### src/rtl/pipe_mult_hs_if.sv
// rtl/pipe_mult_hs_if.sv - operand/result handshake bundle for pipe_mult_hs
interface pipe_mult_hs_if #(
  parameter int N     = 8,
  parameter int M     = 8,
  parameter int TAG_W = 4
);
  logic             in_valid;
  logic             in_ready;
  logic             in_signed;
  logic [N-1:0]     in_a;
  logic [M-1:0]     in_b;
  logic [TAG_W-1:0] in_tag;
  logic             out_valid;
  logic             out_ready;
  logic [N+M-1:0]   out_p;
  logic [TAG_W-1:0] out_tag;
  logic             out_signed;

  modport slave (
    input  in_valid, in_signed, in_a, in_b, in_tag, out_ready,
    output in_ready, out_valid, out_p, out_tag, out_signed
  );

  modport master (
    output in_valid, in_signed, in_a, in_b, in_tag, out_ready,
    input  in_ready, out_valid, out_p, out_tag, out_signed
  );
endinterface

### src/rtl/pipe_mult_hs.sv
// rtl/pipe_mult_hs.sv - pipelined shift-add multiplier, BPS multiplier bits per stage
// Rank 0 holds the prepared operands; ranks 1..S each add one stage of partial products.
module pipe_mult_hs #(
  parameter int N     = 8,
  parameter int M     = 8,
  parameter int BPS   = 1,
  parameter int TAG_W = 4
) (
  input  logic          clk,
  input  logic          rst_n,
  input  logic          flush,
  pipe_mult_hs_if.slave bus
);
  localparam int S = (BPS >= 1) ? (M / BPS) : 1;
  localparam int W = N + M;

  if (BPS < 1 || (M % BPS) != 0) begin : g_bad_bps
    $error("pipe_mult_hs: BPS must be >= 1 and divide M");
  end

  logic             vld_q [0:S];
  logic             vld_d [0:S];
  logic             sgn_q [0:S];
  logic             sgn_d [0:S];
  logic [TAG_W-1:0] tag_q [0:S];
  logic [TAG_W-1:0] tag_d [0:S];
  logic [W-1:0]     acc_q [0:S];
  logic [W-1:0]     acc_d [0:S];
  logic [W-1:0]     a_q   [0:S-1];
  logic [W-1:0]     a_d   [0:S-1];
  logic [M-1:0]     b_q   [0:S-1];
  logic [M-1:0]     b_d   [0:S-1];

  logic         adv;
  logic [W-1:0] a_ext;
  logic [W-1:0] sum;
  logic [W-1:0] pp;

  always_comb begin
    adv   = !vld_q[S] || bus.out_ready;
    a_ext = bus.in_signed ? {{M{bus.in_a[N-1]}}, bus.in_a} : {{M{1'b0}}, bus.in_a};
    vld_d = vld_q;
    sgn_d = sgn_q;
    tag_d = tag_q;
    acc_d = acc_q;
    a_d   = a_q;
    b_d   = b_q;
    sum   = '0;
    pp    = '0;
    if (flush) begin
      for (int k = 0; k <= S; k++) vld_d[k] = 1'b0;
    end else if (adv) begin
      vld_d[0] = bus.in_valid;
      sgn_d[0] = bus.in_signed;
      tag_d[0] = bus.in_tag;
      acc_d[0] = '0;
      a_d[0]   = a_ext;
      b_d[0]   = bus.in_b;
      for (int k = 0; k < S; k++) begin
        sum = acc_q[k];
        for (int i = 0; i < BPS; i++) begin
          pp = a_q[k] << (k * BPS + i);
          // The multiplier MSB carries negative weight in two's complement
          if (b_q[k][k * BPS + i]) begin
            if (sgn_q[k] && (k * BPS + i == M - 1)) sum = sum - pp;
            else                                    sum = sum + pp;
          end
        end
        vld_d[k+1] = vld_q[k];
        sgn_d[k+1] = sgn_q[k];
        tag_d[k+1] = tag_q[k];
        acc_d[k+1] = sum;
      end
      for (int k = 1; k < S; k++) begin
        a_d[k] = a_q[k-1];
        b_d[k] = b_q[k-1];
      end
    end
  end

  always_ff @(posedge clk or negedge rst_n) begin
    if (!rst_n) begin
      for (int k = 0; k <= S; k++) begin
        vld_q[k] <= 1'b0;
        sgn_q[k] <= 1'b0;
        tag_q[k] <= '0;
        acc_q[k] <= '0;
      end
      for (int k = 0; k < S; k++) begin
        a_q[k] <= '0;
        b_q[k] <= '0;
      end
    end else begin
      vld_q <= vld_d;
      sgn_q <= sgn_d;
      tag_q <= tag_d;
      acc_q <= acc_d;
      a_q   <= a_d;
      b_q   <= b_d;
    end
  end

  assign bus.in_ready   = adv;
  assign bus.out_valid  = vld_q[S];
  assign bus.out_p      = acc_q[S];
  assign bus.out_tag    = tag_q[S];
  assign bus.out_signed = sgn_q[S];
endmodule

### src/flat_wrapper.sv
// flat-port wrapper written by rule: the top's interface ports become plain ports
module pipe_mult_hs_flat 
#(
  parameter int N     = 8,
  parameter int M     = 8,
  parameter int BPS   = 1,
  parameter int TAG_W = 4
)
  (clk, rst_n, flush, bus_in_valid, bus_in_signed, bus_in_a, bus_in_b, bus_in_tag, bus_out_ready, bus_in_ready, bus_out_valid, bus_out_p, bus_out_tag, bus_out_signed);
  pipe_mult_hs_if #(.N(N), .M(M), .TAG_W(TAG_W)) bus_i ();
  input  logic clk;
  input  logic rst_n;
  input  logic flush;
  input wire logic [$bits(bus_i.in_valid)-1:0] bus_in_valid;
  input wire logic [$bits(bus_i.in_signed)-1:0] bus_in_signed;
  input wire logic [$bits(bus_i.in_a)-1:0] bus_in_a;
  input wire logic [$bits(bus_i.in_b)-1:0] bus_in_b;
  input wire logic [$bits(bus_i.in_tag)-1:0] bus_in_tag;
  input wire logic [$bits(bus_i.out_ready)-1:0] bus_out_ready;
  output wire logic [$bits(bus_i.in_ready)-1:0] bus_in_ready;
  output wire logic [$bits(bus_i.out_valid)-1:0] bus_out_valid;
  output wire logic [$bits(bus_i.out_p)-1:0] bus_out_p;
  output wire logic [$bits(bus_i.out_tag)-1:0] bus_out_tag;
  output wire logic [$bits(bus_i.out_signed)-1:0] bus_out_signed;
  assign bus_i.in_valid = bus_in_valid;
  assign bus_i.in_signed = bus_in_signed;
  assign bus_i.in_a = bus_in_a;
  assign bus_i.in_b = bus_in_b;
  assign bus_i.in_tag = bus_in_tag;
  assign bus_i.out_ready = bus_out_ready;
  assign bus_in_ready = bus_i.in_ready;
  assign bus_out_valid = bus_i.out_valid;
  assign bus_out_p = bus_i.out_p;
  assign bus_out_tag = bus_i.out_tag;
  assign bus_out_signed = bus_i.out_signed;
  pipe_mult_hs #(.N(N), .M(M), .BPS(BPS), .TAG_W(TAG_W)) u_core (.clk(clk), .rst_n(rst_n), .flush(flush), .bus(bus_i));
endmodule
### config.mk
export PLATFORM = sky130hd
export DESIGN_NAME = pipe_mult_hs_flat
export DESIGN_NICKNAME = d
export VERILOG_FILES = /design/src/rtl/pipe_mult_hs_if.sv /design/src/rtl/pipe_mult_hs.sv /design/src/flat_wrapper.sv
export SDC_FILE = /design/constraint.sdc
export NUM_CORES = 1
export LEC_CHECK = 0
export CAP_MARGIN = 20
export CORE_AREA = 5 5 225 227
export DETAILED_ROUTE_END_ITERATION = 16
export DIE_AREA = 0 0 230 232
export SKIP_CTS_REPAIR_TIMING = 1
export SYNTH_ARGS = -nofsm -noshare
export SYNTH_HDL_FRONTEND = slang
export SYNTH_SLANG_ARGS = --single-unit
### constraint.sdc
create_clock -name clk -period 3 [get_ports clk]
set_input_delay 0.6 -clock clk [delete_from_list [all_inputs] [get_ports clk]]
set_output_delay 0.6 -clock clk [all_outputs]
set_load 0.03 [all_outputs]
# Word-level counts from Yosys, hierarchy flattened
# Cells that the tools add are included.
[totals] elab_cells=76 regBits=346 output_inout_bits=23
[classes] n_mux=12 addsub=8 bitwise=1 reduce_logical=4
[ops] operator="2-to-1 mux 16 bit" count=10
[ops] operator="adder 16 bit" count=7
[ops] operator="2-to-1 mux 9 bit" count=2
[ops] operator="subtractor 16 bit" count=1
[ops] operator="AND reduction 2 bit" count=1
[ops] operator="nonzero test 2 bit" count=1
[ops] operator="logical NOT 1 bit" count=1
[ops] operator="logical OR 1 bit" count=1
[ops] operator="inverter 1 bit" count=1

# Depth between registers and ports, before layout
[depth] depth_word=4 depth_mapped=13 mapped_depth_nobuf=13

# Worst setup path before layout
# OpenSTA, ideal clock, no wires.
[synth_path] path_type="flip-flop to flip-flop" startpoint="reg u_core.a_q[2] (netlist name)" endpoint="reg u_core.acc_q (netlist bit u_core.bus.out_p[15])" path_stages_with_launch=12 required_time_ns=2.924 arrival_ns=2.500 path_buffers=0 slack_ns=0.424 setup_time_ns=0.076 cell_sequence="dfrtp_1 -> or3_1 -> nor3b_2 -> nor2_1 -> xnor2_1 -> ha_1 -> or3_2 -> o21ai_0 -> nor3_1 -> nand3b_1 -> xor2_1 -> o21ai_1"
[synth_between] elab_chain_cells=3 word_cells_on_any_way=4 classes_between="add/sub (2); mux (2)"
[synth_lines] item="start: declaration" line="pipe_mult_hs.sv:29" text="logic [W-1:0] a_q [0:S-1];"
[synth_lines] item="start signal: indexed assignment" line="pipe_mult_hs.sv:90" text="a_q[k] <= '0;"
[synth_lines] item="start signal: assignment" line="pipe_mult_hs.sv:98" text="a_q <= a_d;"
[synth_lines] item="adder 16 bit / subtractor 16 bit (equally long branches)" line="pipe_mult_hs.sv:66, pipe_mult_hs.sv:65"
[synth_lines] item="2-to-1 mux 16 bit *" line="pipe_mult_hs.sv:65" text="if (sgn_q[k] && (k * BPS + i == M - 1)) sum = sum - pp;"
[synth_lines] item="2-to-1 mux 16 bit *" line="pipe_mult_hs.sv:64" text="if (b_q[k][k * BPS + i]) begin"
[synth_lines] item="end signal: indexed assignment" line="pipe_mult_hs.sv:87" text="acc_q[k] <= '0;"
[synth_lines] item="end signal: assignment" line="pipe_mult_hs.sv:97" text="acc_q <= acc_d;"
[synth_lines] item="end: declaration" line="pipe_mult_hs.sv:27" text="logic [W-1:0] acc_q [0:S];"
# Every way passes the cells marked *; elsewhere a longest branch is shown, timed or not.
# A chain may end at the register's enable or synchronous reset.

# Worst setup path after layout
[layout_path] startpoint="reg u_core.a_q[0] (netlist name)" endpoint="reg u_core.acc_q (netlist bit u_core.bus.out_p[15])"
# The elaborated chain is that of the path after synthesis.

==> run_results.csv <==
group,metric,value,unit
detailed_routing,vias_per_cell,4.548,
die,die_area,53360,µm²
timing,setup_viol,0,
worst_setup_path,ff2ff_setup_slack,0.20,ns
synthesis,syn_area,14350,µm²
clocking,clock_latency,0.57,ns
worst_setup_path,endpoint_kind,"flip-flop",
timing,fin_ws,0.1968,ns
cells_and_area,fin_nets,1740,
timing,worstMarginPinSlew,0.7564,ns
cells_and_area,final_core_util,33.89,%
synthesis,syn-instance-count,1634,
detailed_routing,drt-initial-drc-count,560,
clocking,clkSinkCount,283,
synthesis,syn_nets,1740,
global_route,grt_first_pass_wirelength,50230,µm
die,rows,81,
synthesis,ys_ff_latch,283,
synthesis,synth_area_leaders,"dfrtp_1 (49%), nand2_1 (18%), ha_1 (6.4%)",
timing,min_period,2.803,ns
worst_setup_path,worstPathRequired,3.48,ns
placed_design,dp_cells,2223,
timing,fmax,356.7,MHz
hold_path,hold_class,"in2async",
clocking,clockBufferDepth,3,
placed_design,place_hpwl,19440,µm
job,maxCapViolCount,0,
detailed_routing,vias,10370,
cells_and_area,antenna_cells,0,
worst_setup_path,cp.arrival,3.28,ns
cells_and_area,stdcell_count,2280,
global_route,grt_usage,10.76,%
timing,maxSlewHeadroom,49.57,%
worst_setup_path,cp_max_fo,4,
clocking,clkTransAtPathRegs,0.06,ns
detailed_routing,drt-total-wl,28440,µm
clocking,h-tree-depth,1,
timing,final.setup.tns,0,ns
global_route,overflow,0,
detailed_routing,drtAntennaViolNets,0,
clocking,cts_buffers,31,
worst_setup_path,crit_type,"reg2reg",
clocking,cts_tree,"done",
placed_design,place_area,15370,µm²
synthesis,synth.distinct_cells,52,
die,num_io_pins,49,
timing,min_period_over_period,93.44,%
global_route,grt_pass1_vias,10560,
placed_design,portBuffers,48,
die,start_util,29.61,%
synthesis,yosysTopAreaCell,"dfrtp_1",
cells_and_area,drive_gt1_share,5.247,%
die,die_width,230,µm
cells_and_area,design_area,16420,µm²
placed_design,place_ws,0.06410,ns
run_status,status,"finished clean",
cells_and_area,area_growth,14.45,%
global_route,antenna_found_initial,0,
placed_design,place.gp.congestion,0.7520,
synthesis,synth.top_cell.area_share,49.37,%
timing,skew,0.02038,ns
synthesis,yosys_warnings,0,
global_route,grt_max_degree,130,
die,die_h,232,µm
synthesis,synth_area_per_cell,8.779,µm²
detailed_routing,routedWlPerCell,12.47,µm
timing,maxSlewViolCount,0,
detailed_routing,drt_first_pass_iters,4,
timing,rsz0062_at_grt,"false",
power,powerDensity,765.4,nW/µm²
die,coreArea,48440,µm²
clocking,cts-root-buf,"clkbuf_16",
synthesis,synth_seq_area_share,49.37,%
power,power.leakage,8.098,nW
worst_setup_path,cp-start-kind,"flip-flop",
detailed_routing,route.detailed.drc,0,
power,ir_worst_vdd,0.4701,mV
timing,hold_viol_final,0,
==> Yosys cell counts (all sizes together) <==
cell type and number:
o2111ai 1, o311ai 1, xor2 23, nand3 15
o31ai 5, a211oi 5, mux2i 48, o21a 11
nor2b 6, o21bai 8, a41o 2, o21ai 121
o22ai 1, and2 1, a2111o 1, a21o 17
a31oi 4, a41oi 1, or3 2, nand3b 3
buf 56, inv 24, mux2 1, xnor2 47
dfrtp 283, nand4 1, o211ai 4, or2 1
nor3 13, a2111oi 3, a21boi 3, clkbuf 40
fa 7, clkinv 1, a21oi 68, a311o 1
nor3b 2, nor2 44, ha 73, and3 2
nand2b 5, nand2 679
==> cells by family (layout without fill, tap and decap cells) <==
family	Yosys count	after routing	share of synthesized area, %
buf+inv	121	145	4.012
flops	283	283	49.37
compound gates	257	257	10.57
fa+ha+maj	80	80	7.344
simple gates	774	774	21.00
mux	49	49	3.428
xor+xnor	70	70	4.274
==> placed cells by master (no fill, tap or decap), types with 17 or more instances in the layout <==
master	n
ha_1	73
dfrtp_1	283
nor2_1	42
xor2_1	23
nand2_1	679
o21ai_0	114
a21oi_1	66
clkdlybuf4s50_1	47
inv_1	24
a21o_1	17
mux2i_1	47
xnor2_1	47
clkbuf_16	31
==> final timing paths <==
check / start / end / cells after the start
worst max register to register: u_core.a_q[0] / u_core.bus.out_p[15] / 12
max in group asynchronous: rst_n / u_core.tag_q[18] / 2
worst min-delay path: rst_n / u_core.bus.out_p[8] / 1
worst max-delay path: u_core.a_q[0] / u_core.bus.out_p[15] / 12
worst min register to register: u_core.sgn_q[3] / u_core.sgn_q[2] / 2
min in group clk: u_core.sgn_q[3] / u_core.sgn_q[2] / 2
==> registers in the layout, indices dropped and copies added (netlist names) <==
| signal | count |
|---|---|
| u_core.vld_q | 8 |
| u_core.tag_q | 32 |
| u_core.b_q | 36 |
| u_core.bus.out_valid | 1 |
| u_core.a_q | 72 |
| u_core.bus.out_p | 16 |
| u_core.bus.out_signed | 1 |
| u_core.bus.out_tag | 4 |
| u_core.acc_q | 105 |
| u_core.sgn_q | 8 |
==> area by class of cell <==
class	instances	area, µm²
Clock buffer	38	862.1
Clock inverter	19	185.2
Fill cell	4954	32030
Inverter	25	93.84
Multi-Input combinational cell	1230	6706
Sequential cell	283	7082
Tap cell	622	778.2
Timing Repair Buffer	63	710.7
==> worst max-delay path, stage by stage, from the launching register on <==
cell	delay, ns
dfrtp_1	0.40
inv_1	0.08
ha_1	0.30
mux2i_2	0.10
fa_1	0.45
a21o_1	0.19
a21oi_2	0.19
o21bai_2	0.11
a2111oi_4	0.37
nor3_1	0.09
nand3b_1	0.17
xor2_1	0.15
o21ai_1	0.13
==> power breakdown <==
| group | internal, mW | switching [mW] | total [mW] |
|---|---|---|---|
| sequential | 4.54 | 0.662 | 5.20 |
| combinational | 1.61 | 1.93 | 3.54 |
| clock | 2.29 | 1.53 | 3.83 |
| total | 8.44 | 4.13 | 12.6 |
==> stage by stage <==
stage	power, mW	hold WS [ns]
after detailed placement	8.837	0.4519
after floorplan	7.935	0.3044
after global routing	13.48	0.1289
after global placement	8.683	0.4478
final	12.57	0.04548
after CTS	12.74	0.09210
==> per-layer routing <==
| metal | up-vias | part of all wire, % | track usage (%) |
|---|---|---|---|
| li1 | 5315 | - | - |
| met1 | 4889 | 48 | 14.34 |
| met2 | 123 | 47 | 18.42 |
| met3 | 43 | 2.9 | 1.614 |
| met4 | 0 | 2.3 | 2.877 |
| met5 | - | 0 | 0 |
Power figures use the tool's default switching activity.
